### config.mk
export PLATFORM = sky130hd
export DESIGN_NAME = muldiv_ctrl
export DESIGN_NICKNAME = d
export VERILOG_FILES = /design/src/rtl/muldiv_ctrl.sv
export SDC_FILE = /design/constraint.sdc
export NUM_CORES = 2
export LEC_CHECK = 0
export ABC_AREA = 0
export BUFFER_PORTS_ARGS = -buffer_cell sky130_fd_sc_hd__buf_4
export CORE_UTILIZATION = 40
export CTS_CLUSTER_SIZE = 40
export DETAILED_ROUTE_END_ITERATION = 8
export PLACE_DENSITY = 0.67
export SLEW_MARGIN = 5
export SYNTH_ARGS = -nofsm -noshare
export SYNTH_HDL_FRONTEND = slang
export SYNTH_SLANG_ARGS = --single-unit
### constraint.sdc
create_clock -name clk -period 32 [get_ports clk]
set_input_delay 4.8 -clock clk [delete_from_list [all_inputs] [get_ports clk]]
set_output_delay 4.8 -clock clk [all_outputs]
set_load 0.01 [all_outputs]
### src/rtl/muldiv_ctrl.sv
`default_nettype none
// +----------------------------------------------------------------------------+
// | muldiv_ctrl : iterative MULT/DIV sequencer owning the HI/LO register pair  |
// | Optional radix-4 Booth multiply when MULDIV_FASTMUL_EN is defined.         |
// | Revision: 1.0                                                              |
// +----------------------------------------------------------------------------+
module muldiv_ctrl #(
  parameter int XLEN = 64
) (
  input  logic            clk,
  input  logic            rst,
  input  logic            start,
  input  logic            op_div,
  input  logic            op_signed,
  input  logic            op_dword,
  input  logic [XLEN-1:0] rs_val,
  input  logic [XLEN-1:0] rt_val,
  input  logic            abort,
  input  logic            hilo_rd,
  input  logic            hilo_wr,
  input  logic            hilo_wsel,
  input  logic [XLEN-1:0] hilo_wdata,
  output logic [XLEN-1:0] hi,
  output logic [XLEN-1:0] lo,
  output logic            busy,
  output logic            stall,
  output logic            done
);

  localparam int W = 32;

  typedef enum logic [2:0] {S_IDLE, S_PREP, S_RUN, S_FIX, S_DONE} state_t;

  state_t              state_q, state_d;
  logic [XLEN-1:0]     a_q, a_d, b_q, b_d, mp_q, mp_d, hi_q, hi_d, lo_q, lo_d;
  logic [2*XLEN-1:0]   acc_q, acc_d, mc_q, mc_d;
  logic [7:0]          cnt_q, cnt_d;
  logic                div_q, div_d, sgn_q, sgn_d, dw_q, dw_d;
  logic                neg_q, neg_d, rneg_q, rneg_d, busy_q, busy_d, done_q, done_d;
`ifdef MULDIV_FASTMUL_EN
  logic                corr_q, corr_d, bprev_q, bprev_d;
  logic [2*XLEN-1:0]   w_pp;
`endif

  logic [XLEN-1:0]     w_rs_ext, w_rt_ext, w_absa, w_absb, w_rsub, w_quo, w_rem;
  logic                w_sa, w_sb, w_ge;
  logic [XLEN:0]       w_rsh;
  logic [2*XLEN-1:0]   w_pmag, w_prod;

  function automatic logic [XLEN-1:0] sx32(input logic [W-1:0] v);
    return {{(XLEN-W){v[W-1]}}, v};
  endfunction

  always_comb begin
    w_rs_ext = op_dword ? rs_val : {{(XLEN-W){op_signed & rs_val[W-1]}}, rs_val[W-1:0]};
    w_rt_ext = op_dword ? rt_val : {{(XLEN-W){op_signed & rt_val[W-1]}}, rt_val[W-1:0]};
    w_sa     = sgn_q & a_q[XLEN-1];
    w_sb     = sgn_q & b_q[XLEN-1];
    w_absa   = w_sa ? -a_q : a_q;
    w_absb   = w_sb ? -b_q : b_q;
    // Restoring divide step: shift next dividend bit into the partial remainder
    w_rsh    = {acc_q[XLEN-1:0], mp_q[XLEN-1]};
    w_ge     = w_rsh >= {1'b0, mc_q[XLEN-1:0]};
    w_rsub   = w_rsh[XLEN-1:0] - mc_q[XLEN-1:0];
`ifdef MULDIV_FASTMUL_EN
    // Booth digits treat the multiplier as signed; add back |a|<<N when its top bit was set
    w_pmag   = acc_q + (corr_q ? mc_q : '0);
    w_pp     = '0;
    case ({mp_q[1:0], bprev_q})
      3'b001, 3'b010: w_pp = mc_q;
      3'b011:         w_pp = mc_q << 1;
      3'b100:         w_pp = -(mc_q << 1);
      3'b101, 3'b110: w_pp = -mc_q;
      default:        w_pp = '0;
    endcase
`else
    w_pmag   = acc_q;
`endif
    w_prod   = neg_q ? -w_pmag : w_pmag;
    w_quo    = neg_q ? -mp_q : mp_q;
    w_rem    = rneg_q ? -acc_q[XLEN-1:0] : acc_q[XLEN-1:0];

    state_d = state_q;
    a_d = a_q;   b_d = b_q;   mp_d = mp_q;  acc_d = acc_q; mc_d = mc_q;
    hi_d = hi_q; lo_d = lo_q; cnt_d = cnt_q;
    div_d = div_q; sgn_d = sgn_q; dw_d = dw_q; neg_d = neg_q; rneg_d = rneg_q;
`ifdef MULDIV_FASTMUL_EN
    corr_d = corr_q; bprev_d = bprev_q;
`endif

    if (abort) begin
      state_d = S_IDLE;
    end else begin
      case (state_q)
        S_IDLE, S_DONE: begin
          state_d = S_IDLE;
          if (start) begin
            state_d = S_PREP;
            a_d = w_rs_ext;  b_d = w_rt_ext;
            div_d = op_div;  sgn_d = op_signed;  dw_d = op_dword;
          end
        end
        S_PREP: begin
          state_d = S_RUN;
          neg_d   = w_sa ^ w_sb;
          rneg_d  = w_sa;
          acc_d   = '0;
          cnt_d   = dw_q ? 8'd64 : 8'd32;
          if (div_q) begin
            mc_d = {{XLEN{1'b0}}, w_absb};
            mp_d = dw_q ? w_absa : (w_absa << W);
          end else begin
            mc_d = {{XLEN{1'b0}}, w_absa};
            mp_d = w_absb;
`ifdef MULDIV_FASTMUL_EN
            cnt_d   = dw_q ? 8'd32 : 8'd16;
            corr_d  = dw_q ? w_absb[XLEN-1] : w_absb[W-1];
            bprev_d = 1'b0;
`endif
          end
        end
        S_RUN: begin
          cnt_d = cnt_q - 8'd1;
          if (cnt_q == 8'd1) state_d = S_FIX;
          if (div_q) begin
            acc_d = {{XLEN{1'b0}}, (w_ge ? w_rsub : w_rsh[XLEN-1:0])};
            mp_d  = {mp_q[XLEN-2:0], w_ge};
          end else begin
`ifdef MULDIV_FASTMUL_EN
            acc_d   = acc_q + w_pp;
            mc_d    = mc_q << 2;
            mp_d    = mp_q >> 2;
            bprev_d = mp_q[1];
`else
            acc_d = acc_q + (mp_q[0] ? mc_q : '0);
            mc_d  = mc_q << 1;
            mp_d  = mp_q >> 1;
`endif
          end
        end
        S_FIX: begin
          state_d = S_DONE;
          if (div_q) begin
            lo_d = dw_q ? w_quo : sx32(w_quo[W-1:0]);
            hi_d = dw_q ? w_rem : sx32(w_rem[W-1:0]);
          end else begin
            lo_d = dw_q ? w_prod[XLEN-1:0]      : sx32(w_prod[W-1:0]);
            hi_d = dw_q ? w_prod[2*XLEN-1:XLEN] : sx32(w_prod[2*W-1:W]);
          end
        end
        default: state_d = S_IDLE;
      endcase
    end

    // Results land in FIX, which is busy, so a pipeline write never collides with them
    if (hilo_wr && !busy_q) begin
      if (hilo_wsel) hi_d = hilo_wdata;
      else           lo_d = hilo_wdata;
    end

    busy_d = (state_d == S_PREP) || (state_d == S_RUN) || (state_d == S_FIX);
    done_d = (state_d == S_DONE);
  end

  always_ff @(posedge clk or posedge rst) begin
    if (rst) begin
      state_q <= S_IDLE;
      a_q <= '0;   b_q <= '0;   mp_q <= '0;  acc_q <= '0; mc_q <= '0;
      hi_q <= '0;  lo_q <= '0;  cnt_q <= '0;
      div_q <= 1'b0; sgn_q <= 1'b0; dw_q <= 1'b0; neg_q <= 1'b0; rneg_q <= 1'b0;
      busy_q <= 1'b0; done_q <= 1'b0;
`ifdef MULDIV_FASTMUL_EN
      corr_q <= 1'b0; bprev_q <= 1'b0;
`endif
    end else begin
      state_q <= state_d;
      a_q <= a_d;   b_q <= b_d;   mp_q <= mp_d;  acc_q <= acc_d; mc_q <= mc_d;
      hi_q <= hi_d; lo_q <= lo_d; cnt_q <= cnt_d;
      div_q <= div_d; sgn_q <= sgn_d; dw_q <= dw_d; neg_q <= neg_d; rneg_q <= rneg_d;
      busy_q <= busy_d; done_q <= done_d;
`ifdef MULDIV_FASTMUL_EN
      corr_q <= corr_d; bprev_q <= bprev_d;
`endif
    end
  end

  assign hi    = hi_q;
  assign lo    = lo_q;
  assign busy  = busy_q;
  assign done  = done_q;
  assign stall = busy_q & (start | hilo_rd | hilo_wr);

endmodule
`default_nettype wire

==> summary.md <==
| Metric | Value |
|---|---|
| Status | complete, no violations |
| Logic gate share of total power | 55.3% |
| Wire per inst | 23.8 um |
| Part of the cycle the worst path needs | 31.8% |
| GR Overflow Total | 0 |
| Pin count of the biggest net entering global routing | 193 |
| Synth Warn # | 0 |
| Post-CTS sizing | 0 |
| Number of flops mapped to enable cells by yosys | 0 |
| Top_reg_cell synth | dfrtp_1 |
| 1st-pass router iterations | 8 |
| Final setup TNS | 0 ns |
| Sequential Power Share | 26.8% |
| CP arrival | 5.37 ns |
| Ys async rst share | 100% |
| Top post-synthesis cells by count | 991 x nand2_1, 609 x a21oi_1, 594 x dfrtp_1 |
| DRC errors left | 0 |
| Die Height | 351 um |
| Rows | 127 |
| RSZ-0062 raised after global routing | no |
| Post-CTS Setup Bufs | 0 |
| Syn Inst Count | 6,452 |
| Initial Utilization | 40.5% |
| CTS sink cnt | 594 |
| Lkg Pwr | 23.9 nW |
| First-pass GRT wire length | 288,000 um |
| CTS tree | yes |
| Worst-margin pin slew | 1.16 ns |
| Clock Tree Root | clkbuf_16 |
| Die area | 123,000 um^2 |
| Vias in the first global route | 45,100 |
| Clock Skew | 0.0291 ns |
| Max-slew violation count | 0 |
| Crit path max fanout | 2 |
| Syn_area_per_cell | 7.57 um^2 |
| Post-Syn Area | 48,800 um^2 |
| Required @ worst endpoint | 27.20 ns |
| Post-synthesis sequential area ratio | 30.4% |
| Count leader, synth | nand2_1 |
| Worst-path clk slew | 0.05 ns |
| CTS HTree Levels | 3 |
| Final net count | 6,853 |
| Die W | 351 um |
| Place WS | 21.82 ns |
| Hold path depth | 2 |
| Area leader, netlist | dfrtp_1 |
| Sw Share | 51.2% |
| Core ar. | 120,000 um^2 |
| GPL Wtd Cong | 1.00 |
| CTS buffer count | 73 |
| FILL cells | 12,200 |
| Share of cells above drive strength 1 | 9.08% |
| FF+latch count, synth | 594 |
| Crit-path cells | buf_4 > o31a_1 > buf_4 |
| Final hold vios | 0 |
| Total track usage | 30.6% |
| Crit path depth | 3 |
| Crit path launch type | input pin |
| Max-cap violations | 0 |
| Crit path buffers/inverters | 2 |
| NetSw | 2.49 mW |
| Post-synth cell types | 96 |
| Syn_nets | 6,853 |
| FMAX | 98.3 MHz |
| Post-synth top area share | 30.4% |
| 1st-iter DRT viols | 5,531 |
| Hold WC Path Type | reg2reg |
| Slew HR | 21.7% |
| Maximum vdd drop | 0.0000489 V |
| DRT antenna net count | 0 |
| Crit-path leading delay family | compound AO/OA/AOI/OAI gates |
| Port bufs | 332 |
| Max stage delay on crit path | 0.30 ns |
| P per Cell Area | 89.1 nW/um^2 |
| CP Capture Type | primary output |
| Critical path type | in2out |
| Clock power frac | 17.9% |
| Worst Setup Slack, final | 21.83 ns |
| HPWL after DPL | 150,000 um |
| IO Count | 333 |
| Final setup fails | 0 |
| Via count | 49,300 |
| Post-route minimum period | 10.17 ns |
| Top cells by area, synth | dfrtp_1 30%, nand2_1 7.6%, a21oi_1 6.2% |
| Hold_buf cts | 0 |
| Worst-Skew Late Latency | 0.68 ns |
| Worst Reg-to-Reg Cells | 17 |
| Final WL | 194,000 um |
| Internal power | 2.37 mW |
| Crit path top cell by count | buf_4 |
| Via density per instance | 6.07 |
| Initial antenna violation count | 1 |
| Max clock buf depth | 3 |
| Slowest cell on crit path | o31a_1 |
| Syn-to-layout area delta | 11.8% |
[power groups by stage]
stage / registers, mW / clock network [mW] / logic, mW
finish: 1.31 / 0.869 / 2.69
global placement: 1.29 / 0 / 2.58
CTS: 1.29 / 0.879 / 2.61
floorplan: 1.13 / 0 / 1.80
global route: 1.33 / 0.907 / 2.89
detailed placement: 1.30 / 0 / 2.60
[cell type report]
class / instances / area [um^2] / area share [%]
multi-input combinational: 5232 / 31600 / 58.0
sequential: 594 / 14900 / 27.3
timing repair buffer: 400 / 3020 / 5.52
clock buffer: 104 / 2070 / 3.80
tap: 1612 / 2020 / 3.69
inverter: 151 / 574 / 1.05
clock inverter: 29 / 387 / 0.708
antenna: 2 / 5.00 / 0.00917
[per-layer routing]
layer | vias up | GRT usage, % | part of all wire, %
met5 | - | 0 | 0
met4 | 0 | 11.8 | 4.2
met3 | 280 | 6.79 | 9.8
met2 | 2201 | 43.9 | 41
met1 | 23800 | 44.2 | 45
li1 | 23100 | - | -
[flip-flops by register name, indices dropped and copies added, names as in the netlist]
| signal | flops |
|---|---|
| acc_q | 128 |
| mc_q | 128 |
| a_q | 64 |
| b_q | 64 |
| hi | 64 |
| lo | 64 |
| mp_q | 64 |
| cnt_q | 8 |
| state_q | 3 |
| busy | 1 |
| div_q | 1 |
| done | 1 |
| dw_q | 1 |
| neg_q | 1 |
| rneg_q | 1 |
| sgn_q | 1 |
[cell families after synthesis]
kind of cell | after synthesis | synth area share, %
simple gates | 2375 | 22.2
compound gates | 2010 | 25.4
buf+inv | 626 | 4.91
flops | 594 | 30.4
xor+xnor | 550 | 9.86
fa+ha+maj | 199 | 5.13
mux | 98 | 2.05
[cells in the final DEF, fill, tap and decap left out, types with 22 or more instances in the layout]
cell and count:
a211oi_1 169, a21o_1 111, a21oi_1 609, a221o_1 22, a221oi_1 31, a22oi_1 55
a31oi_1 66, and2_1 104, and3_1 30, buf_4 399, clkbuf_16 73, dfrtp_1 589
ha_1 197, inv_1 147, mux2i_1 91, nand2_1 988, nand2b_1 24, nand3_1 260
nand4_1 69, nor2_1 524, nor2b_1 30, nor3_1 89, nor4_1 39, o211ai_1 39
o21a_1 27, o21ai_0 518, o21ai_1 34, o21bai_1 47, o221ai_1 22, o22ai_1 29
o31ai_1 93, o41ai_1 35, or2_2 22, or3_1 81, or4_1 48, xnor2_1 282
xor2_1 268
[worst paths after layout]
path	from	to	slack, ns
worst max-delay path	start	stall	21.83
worst min-delay path	mc_q[113]	mc_q[113]	0.48
worst max register to register	mp_q[0]	acc_q[85]	25.44
worst min register to register	mc_q[113]	mc_q[113]	0.48
max in group asynchronous	rst	mc_q[89]	25.11
min in group asynchronous	rst	hi[9]	4.23
[worst min-delay path, stage by stage (launching register included)]
cell and delay (ns):
dfrtp_1 0.35, nand2_1 0.05, nand2_1 0.05
[stage by stage]
step	power (mW)	utilization (%)	instance area, um^2	hold slack (ns)	cells
3_3_place_gp	3.87	43.3	52100	0.465	7989
5_1_grt	5.12	45.3	54600	0.504	8122
6_report	4.87	45.3	54600	0.482	8124
2_1_floorplan	2.94	-	48800	0.439	6452
4_1_cts	4.78	45.3	54600	0.485	8122
3_5_place_dp	3.90	43.3	52100	0.470	7989
No activity file was read; power rests on OpenSTA's default activity.
